## src/rtl/uart_tx_frame.sv

```systemverilog
// Parametrised UART transmitter: start bit, DATA_BITS data bits LSB first, optional parity, 1-2 stop bits.
// A valid/ready handshake accepts one word per frame, and an internal divider sets the bit period.
module uart_tx_frame #(
    parameter int CLKS_PER_BIT = 434,
    parameter int DATA_BITS    = 8,
    parameter int PARITY       = 0,
    parameter int STOP_BITS    = 1
) (
    input  logic                 clk,
    input  logic                 rst,
    input  logic                 sel,
    input  logic                 din_valid,
    input  logic [DATA_BITS-1:0] din,
    output logic                 din_ready,
    output logic                 tx,
    output logic                 tx_en,
    output logic [3:0]           bit_cnt,
    output logic                 done
);

    localparam int DIV_W      = $clog2(CLKS_PER_BIT);
    localparam int HAS_PAR    = (PARITY != 0) ? 1 : 0;
    localparam int FRAME_BITS = 1 + DATA_BITS + HAS_PAR + STOP_BITS;

    localparam logic [DIV_W-1:0] DIV_LAST  = DIV_W'(CLKS_PER_BIT - 1);
    localparam logic [3:0]       LAST_DATA = 4'(DATA_BITS);
    localparam logic [3:0]       LAST_BIT  = 4'(FRAME_BITS - 1);

    typedef enum logic [2:0] {
        S_IDLE,
        S_START,
        S_DATA,
        S_PARITY,
        S_STOP
    } state_t;

    state_t                 state_q, state_d;
    logic [DIV_W-1:0]       div_q, div_d;
    logic [DATA_BITS-1:0]   shift_q, shift_d;
    logic [3:0]             bit_cnt_q, bit_cnt_d;
    logic                   tx_q, tx_d;
    logic                   done_q, done_d;
    logic                   par_q, par_d;
    logic                   accept;

    assign din_ready = (state_q == S_IDLE) & sel & ~rst;
    assign accept    = din_valid & din_ready;

    assign tx      = tx_q;
    assign tx_en   = (state_q != S_IDLE);
    assign bit_cnt = bit_cnt_q;
    assign done    = done_q;

    // Parity is computed once at acceptance because the shift register is consumed as bits go out.
    always_comb begin
        state_d   = state_q;
        div_d     = div_q;
        shift_d   = shift_q;
        bit_cnt_d = bit_cnt_q;
        tx_d      = tx_q;
        par_d     = par_q;
        done_d    = 1'b0;

        case (state_q)
            S_IDLE: begin
                tx_d      = 1'b1;
                bit_cnt_d = 4'd0;
                div_d     = '0;
                if (accept) begin
                    state_d = S_START;
                    shift_d = din;
                    par_d   = (^din) ^ (PARITY == 2);
                    tx_d    = 1'b0;
                end
            end
            default: begin
                if (div_q == DIV_LAST) begin
                    div_d = '0;
                    case (state_q)
                        S_START: begin
                            state_d   = S_DATA;
                            tx_d      = shift_q[0];
                            shift_d   = shift_q >> 1;
                            bit_cnt_d = bit_cnt_q + 4'd1;
                        end
                        S_DATA: begin
                            bit_cnt_d = bit_cnt_q + 4'd1;
                            if (bit_cnt_q == LAST_DATA) begin
                                if (HAS_PAR != 0) begin
                                    state_d = S_PARITY;
                                    tx_d    = par_q;
                                end else begin
                                    state_d = S_STOP;
                                    tx_d    = 1'b1;
                                end
                            end else begin
                                tx_d    = shift_q[0];
                                shift_d = shift_q >> 1;
                            end
                        end
                        S_PARITY: begin
                            state_d   = S_STOP;
                            tx_d      = 1'b1;
                            bit_cnt_d = bit_cnt_q + 4'd1;
                        end
                        S_STOP: begin
                            tx_d = 1'b1;
                            if (bit_cnt_q == LAST_BIT) begin
                                state_d   = S_IDLE;
                                bit_cnt_d = 4'd0;
                                done_d    = 1'b1;
                            end else begin
                                bit_cnt_d = bit_cnt_q + 4'd1;
                            end
                        end
                        default: state_d = S_IDLE;
                    endcase
                end else begin
                    div_d = div_q + 1'b1;
                end
            end
        endcase
    end

    always_ff @(posedge clk) begin
        if (rst) begin
            state_q   <= S_IDLE;
            div_q     <= '0;
            shift_q   <= '0;
            bit_cnt_q <= 4'd0;
            tx_q      <= 1'b1;
            done_q    <= 1'b0;
            par_q     <= 1'b0;
        end else begin
            state_q   <= state_d;
            div_q     <= div_d;
            shift_q   <= shift_d;
            bit_cnt_q <= bit_cnt_d;
            tx_q      <= tx_d;
            done_q    <= done_d;
            par_q     <= par_d;
        end
    end

endmodule

```

## config.mk

```make
export PLATFORM = sky130hd
export DESIGN_NAME = uart_tx_frame
export DESIGN_NICKNAME = d
export VERILOG_FILES = /design/src/rtl/uart_tx_frame.sv
export SDC_FILE = /design/constraint.sdc
export NUM_CORES = 1
export LEC_CHECK = 0
export BUFFER_PORTS_ARGS = -buffer_cell sky130_fd_sc_hd__buf_4
export CORE_MARGIN = 2
export CORE_UTILIZATION = 56
export CTS_CLUSTER_DIAMETER = 80
export DETAILED_ROUTE_END_ITERATION = 10
export PLACE_DENSITY = 0.78
export REMOVE_ABC_BUFFERS = 1
export SLEW_MARGIN = 20
export SYNTH_ARGS = -nofsm -noshare
export SYNTH_HDL_FRONTEND = slang
export SYNTH_SLANG_ARGS = --single-unit
```

## constraint.sdc

```tcl
create_clock -name clk -period 2.1 [get_ports clk]
set_clock_uncertainty 0.05 [all_clocks]
set_input_delay 0.315 -clock clk [delete_from_list [all_inputs] [get_ports clk]]
set_output_delay 0.315 -clock clk [all_outputs]
set_load 0.05 [all_outputs]
```

* Yosys cells after proc, flatten, opt, wreduce, memory -nomap -nowiden
Cells that the tools add are included.
** Storage, ports and cells
- Flip-flop bits (word level) :: 26
- Input bits :: 12
- Output and inout port bits :: 8
- Logic and storage cells :: 59
** Cells by class
- $add $sub $neg :: 2
- Eq/ne operators :: 11
- Mux-type cells :: 19
- Bitwise gates (word level) :: 6
- Reductions and logical operators :: 15
** Operators by type and width (count)
- 2-to-1 mux 8 bit :: 4
- one-hot mux 8 bit (2 select lines) :: 1
- 2-to-1 mux 3 bit :: 5
- one-hot mux 3 bit (4 select lines) :: 1
- adder 9 x 1 -> 9 bit (second input constant) :: 1
- == test 9 bit (second input constant) :: 1
- inequality test 3 bit (second input constant) :: 3
- == test 4 bit (second input constant) :: 2
- one-hot mux 4 bit (2 select lines) :: 1
- AND reduction 4 bit :: 2
- == test 3 x 2 -> 1 bit (second input constant) :: 2
- nonzero test 3 bit :: 2
- OR reduction 3 bit :: 2
- 2-to-1 mux 1 bit :: 5
- adder 4 x 1 -> 4 bit (second input constant) :: 1
- 2-to-1 mux 4 bit :: 1
- AND reduction 2 bit :: 2
- nonzero test 2 bit :: 2
- nonzero test 4 bit :: 1
- OR reduction 2 bit :: 2
- OR reduction 4 bit :: 1
- AND 1 bit :: 3
- == test 3 x 1 -> 1 bit (second input constant) :: 1
- == test 3 bit (second input constant) :: 1
- other kinds (4) :: 6

* Depth between registers and ports, before layout
- Depth after elaboration :: 6
- Mapped depth :: 7
- Mapped depth without buffers :: 6

* Worst setup path after synthesis
OpenSTA, ideal clock, no wires.
- Kind :: reg2reg
- Start point :: reg state_q[1]
- End point :: reg shift_q[2]
- Library setup time :: 0.121 ns
- Arrival time :: 1.715 ns
- Data required time :: 1.929 ns
- Slack :: 0.214 ns
- Cell stages (with the launch flop) :: 8
- Buffers on the path :: 2
- Period minus slack after synthesis :: 1.886 ns
- Cells stage by stage :: dfxtp_1 > buf_2 > nor3_4 > inv_1 > clkbuf_1 > nand2_1 > a21oi_1 > mux2_2
** Between the ends
- Longest elaborated chain between the ends :: 6
- Elaborated cells between the ends (all ways) :: 14
- Classes of those cells :: eq/ne: 4; mux: 3; bitwise: 3; reduce/logical: 4
** Ends and longest elaborated chain
- from (decl) :: RTL line 37 : state_t state_q, state_d;
- from (signal assigned) :: RTL line 135 : state_q <= state_d;
- zero test 3 bit
- AND 1 bit (2 in series) :: RTL line 46 : assign din_ready = (state_q == S_IDLE) & sel & ~rst;
- AND 1 bit :: RTL line 47 : assign accept = din_valid & din_ready;
- inequality test 2 bit (no source line)
- AND reduction 4 bit (no source line)
- to (signal assigned) :: RTL line 137 : shift_q <= shift_d;
- to (decl) :: RTL line 39 : logic [DATA_BITS-1:0] shift_q, shift_d;
Several ways; a longest one is shown, not always the timed one. The select of a mux whose other input is x is not followed.
A chain may end at the register's enable or synchronous reset.

* Final worst setup path
- Start point :: reg state_q[2]
- End point :: out din_ready
** Between the ends
- Longest elaborated chain between the ends :: 3
** Ends and longest elaborated chain
- zero test 3 bit
- AND 1 bit (2 in series) :: RTL line 46
- to (decl) :: RTL line 14 : output logic din_ready,
No other way between the ends.

==> metrics.csv <==
stage,metric,value,unit
die,Die Y,54.0,um
setup_path,Worst Setup Path Type,register to primary output,
routing,remaining antenna violation count after routing,0,
global_routing,aggregate global routing overflow,0,
finish,growth of design area from synthesis to finish,14.6,%
synth,cell area after technology mapping,0.00140,sq mm
clock_network,total CTS buffers,3,
global_routing,maximum number of pins on one net before global-route repair,24,
routing,detail-routed via count per cell,5.66,
setup_path,R2R depth,5,
synth,post-synthesis cell count,166,
die,effective utilization at floorplan,57.6,%
clock_network,CTS tree,built,
synth,number of synthesized flops with an enable pin,0,
routing,detailed-route wire length per cell,13.2,um
job,count of maximum capacitance violations,0,
synth,multiplexer share of the synthesized area,6.34,%
synth,compound-cell area share of the yosys netlist,14.4,%
timing,FMAX,513,MHz
timing,post-route fraction of the period consumed by the critical path,92.8,%
routing,remaining design rule violation count,0,
timing,number of pins with negative max-slew slack in the final report,0,
synth,count of synthesis-stage warnings from yosys,0,
clock_network,# hold bufs at CTS,0,
power,power per cell area,595,mW/mm^2
die,Die Outline Area,0.00292,sq mm
timing,number of failing setup endpoints in the final timing report,0,
global_routing,vias in the first global route,1074,
power,Max rail drop VDD,0.510,mV
placed_design,setup slack after placement,240,ps
die,# IOs,20,
setup_path,type of origin of the critical path,register,
clock_network,clock sink total,26,
clock_network,CTS HTree Levels,1,
timing,post-layout min period,1950,ps
synth,register bit total from synthesis,26,
power,overall power after layout,955,uW
die,Std-Cell Rows,18,
placed_design,weighted congestion reported at the end of routability-driven placement,0.818,
status,run status,completed,
clock_network,clock input transition at the sequential cells of the worst setup and hold paths,150,ps
global_routing,global-route wire length before repair,4590,um
routing,total wire length,2840,um
setup_path,worst r2r dst,shift_q[2],
min_path,kind of path behind the tightest hold check,input port to register,
routing,number of DRC violations after detailed-routing iteration 0,29,
global_routing,Total Routing Usage GR,21.9,%
placed_design,count of input and output buffers,19,
timing,unrepaired setup endpoints after global routing,no,
finish,number of nets in the finished design,203,
synth,main combinational cell family by area after synthesis,simple AND/OR/NAND/NOR gates,
timing,max-slew headroom at the worst pin,71.2,%
clock_network,clock latency on the worst-skew pair,320,ps
setup_path,critical path endpoint,din_ready,
setup_path,Worst Setup End Kind,primary output,
synth,post-synthesis adder-cell area fraction,4.46,%
setup_path,worst r2r src,state_q[2],
synth,area share of xor/xnor cells in the synthesized design,4.38,%
clock_network,maximum clock insertion buffer count,2,
timing,Slew @ Worst Pin,432,ps
placed_design,HPWL after detailed placement,2080,um
die,Core ar.,0.00243,sq mm
synth,distinct cell type count after synthesis,40,
timing,setup ws final,151,ps
finish,share of post-route cells with drive strength above 1,22.2,%
clock_network,root buf cell,sky130_fd_sc_hd__clkbuf_4,
setup_path,worst reg-to-reg setup slack,230,ps
synth,share of synthesized flip-flops with an asynchronous set or reset,0,%
setup_path,largest fanout on the critical path,10,
routing,Vias,1216,
synth,Syn Area/Cell,8.44,sq um
setup_path,required time of the critical path,1740,ps
setup_path,timing startpoint of the critical path,state_q[2],
synth,simple-gate share of the synthesized area,27.1,%
timing,hold violation total from the final report,0,
power,Static Leakage,0.000682,uW
finish,number of filler cells placed in the layout,230,
die,chip width,54.0,um
finish,diodes inserted,0,
global_routing,number of antenna violations at the first check in global routing,0,
setup_path,arrival time reported for the critical path endpoint,1580,ps
synth,most common flop cell mapped by yosys,sky130_fd_sc_hd__dfxtp_1,
finish,post-layout utilization of the core,66.0,%
synth,sequential fraction of the synthesis area,37.1,%
routing,1st-pass router iterations,5,
[cell usage after synthesis, types with 2 or more instances]
| library cell | count | area share [%] |
|---|---|---|
| sky130_fd_sc_hd__a21oi_1 | 12 | 4.3 |
| sky130_fd_sc_hd__nor2_1 | 17 | 4.6 |
| sky130_fd_sc_hd__o21ai_0 | 6 | 2.1 |
| sky130_fd_sc_hd__nor3_1 | 5 | 1.8 |
| sky130_fd_sc_hd__mux2_2 | 7 | 5.6 |
| sky130_fd_sc_hd__nand3_1 | 5 | 1.8 |
| sky130_fd_sc_hd__a31oi_1 | 2 | 0.89 |
| sky130_fd_sc_hd__inv_1 | 8 | 2.1 |
| sky130_fd_sc_hd__buf_6 | 3 | 2.4 |
| sky130_fd_sc_hd__ha_1 | 5 | 4.5 |
| sky130_fd_sc_hd__nor3_4 | 2 | 2.3 |
| sky130_fd_sc_hd__and3_1 | 5 | 2.2 |
| sky130_fd_sc_hd__clkbuf_1 | 3 | 0.80 |
| sky130_fd_sc_hd__nand2_1 | 22 | 5.9 |
| sky130_fd_sc_hd__dfxtp_1 | 26 | 37 |
| sky130_fd_sc_hd__xor2_1 | 2 | 1.3 |
| sky130_fd_sc_hd__nor2b_1 | 6 | 2.7 |
| sky130_fd_sc_hd__nand4_1 | 3 | 1.3 |
| sky130_fd_sc_hd__xnor2_1 | 5 | 3.1 |
| sky130_fd_sc_hd__a21o_1 | 2 | 1.1 |
[sequential cells by signal, indices dropped and copies added, names as in the netlist]
name	count
div_q	9
shift_q	8
bit_cnt	4
state_q	3
done	1
tx	1
[metal layers]
metal / vias to the layer above / track usage, % / part of all wire (%)
met3: 6 / 3.61 / 2.5
met5: - / 0 / 0
met4: 0 / 10.4 / 1.9
li1: 614 / - / -
met1: 580 / 25.8 / 46
met2: 16 / 38.2 / 50
[cells by family (layout without fill, tap and decap cells)]
family / Yosys count / count (layout)
AOI/OAI and AO/OA: 32 / 32
xor gates and xnor gates: 7 / 7
adders and majority gates: 5 / 5
buffers and inverters: 16 / 35
DFF: 26 / 26
muxes: 8 / 8
and+or+nand+nor: 72 / 72
[placed cells by master (no fill, tap or decap), types with 6 or more instances in the layout]
cell type,instances
sky130_fd_sc_hd__buf_4,23
sky130_fd_sc_hd__mux2_2,7
sky130_fd_sc_hd__dfxtp_1,26
sky130_fd_sc_hd__nor2_1,17
sky130_fd_sc_hd__a21oi_1,12
sky130_fd_sc_hd__nor2b_1,6
sky130_fd_sc_hd__o21ai_0,6
sky130_fd_sc_hd__inv_1,8
sky130_fd_sc_hd__nand2_1,22
[worst min-delay path by stage]
stage               cells after the start    endpoint  slack [ps]  startpoint
finish                                  3  shift_q[7]         200      din[7]
global placement                        1    div_q[0]         400    div_q[0]
CTS                                     3  shift_q[7]         190      din[7]
detailed placement                      1    div_q[0]         400    div_q[0]
global route                            3  shift_q[7]         190      din[7]
floorplan                               1  state_q[0]         330         rst
[layout make-up]
type                            instances  area (sq um)  share of cell area (%)
Timing Repair Buffer                   23           173                    10.7
Multi-Input combinational cell        124           793                    49.4
Clock inverter                          1          30.0                    1.87
Tap cell                               30          37.5                    2.34
Sequential cell                        26           520                    32.4
Clock buffer                            3          22.5                    1.40
Inverter                                8          30.0                    1.87
[critical path: stages, from the launching register on]
cell and delay (ps):
sky130_fd_sc_hd__dfxtp_1 440, sky130_fd_sc_hd__nor3_4 250, sky130_fd_sc_hd__buf_4 210, sky130_fd_sc_hd__and3_1 160
sky130_fd_sc_hd__buf_4 190
[where the power goes]
| group | internal, uW | switching (uW) | leakage (uW) | total (uW) |
|---|---|---|---|---|
| Clock | 193 | 147 | 0.0000279 | 340 |
| Sequential | 502 | 7.61 | 0.000210 | 510 |
| Combinational | 45.3 | 60.3 | 0.000444 | 106 |
[through the flow]
stage	std cells	instance area, sq um	hold slack, ps	setup TNS, ps
floorplan	158	1340	334	-893
global placement	210	1550	396	0
detailed placement	210	1550	401	0
CTS	214	1600	188	0
global route	215	1610	189	0
finish	215	1610	201	0
[repair_timing]
item	CTS	global route
gates resized for setup	0	0
endpoints found under the hold margin	0	0
endpoints found under the setup margin	0	2
setup buffers	0	1
Note: power is estimated with default switching activity, not from simulation.
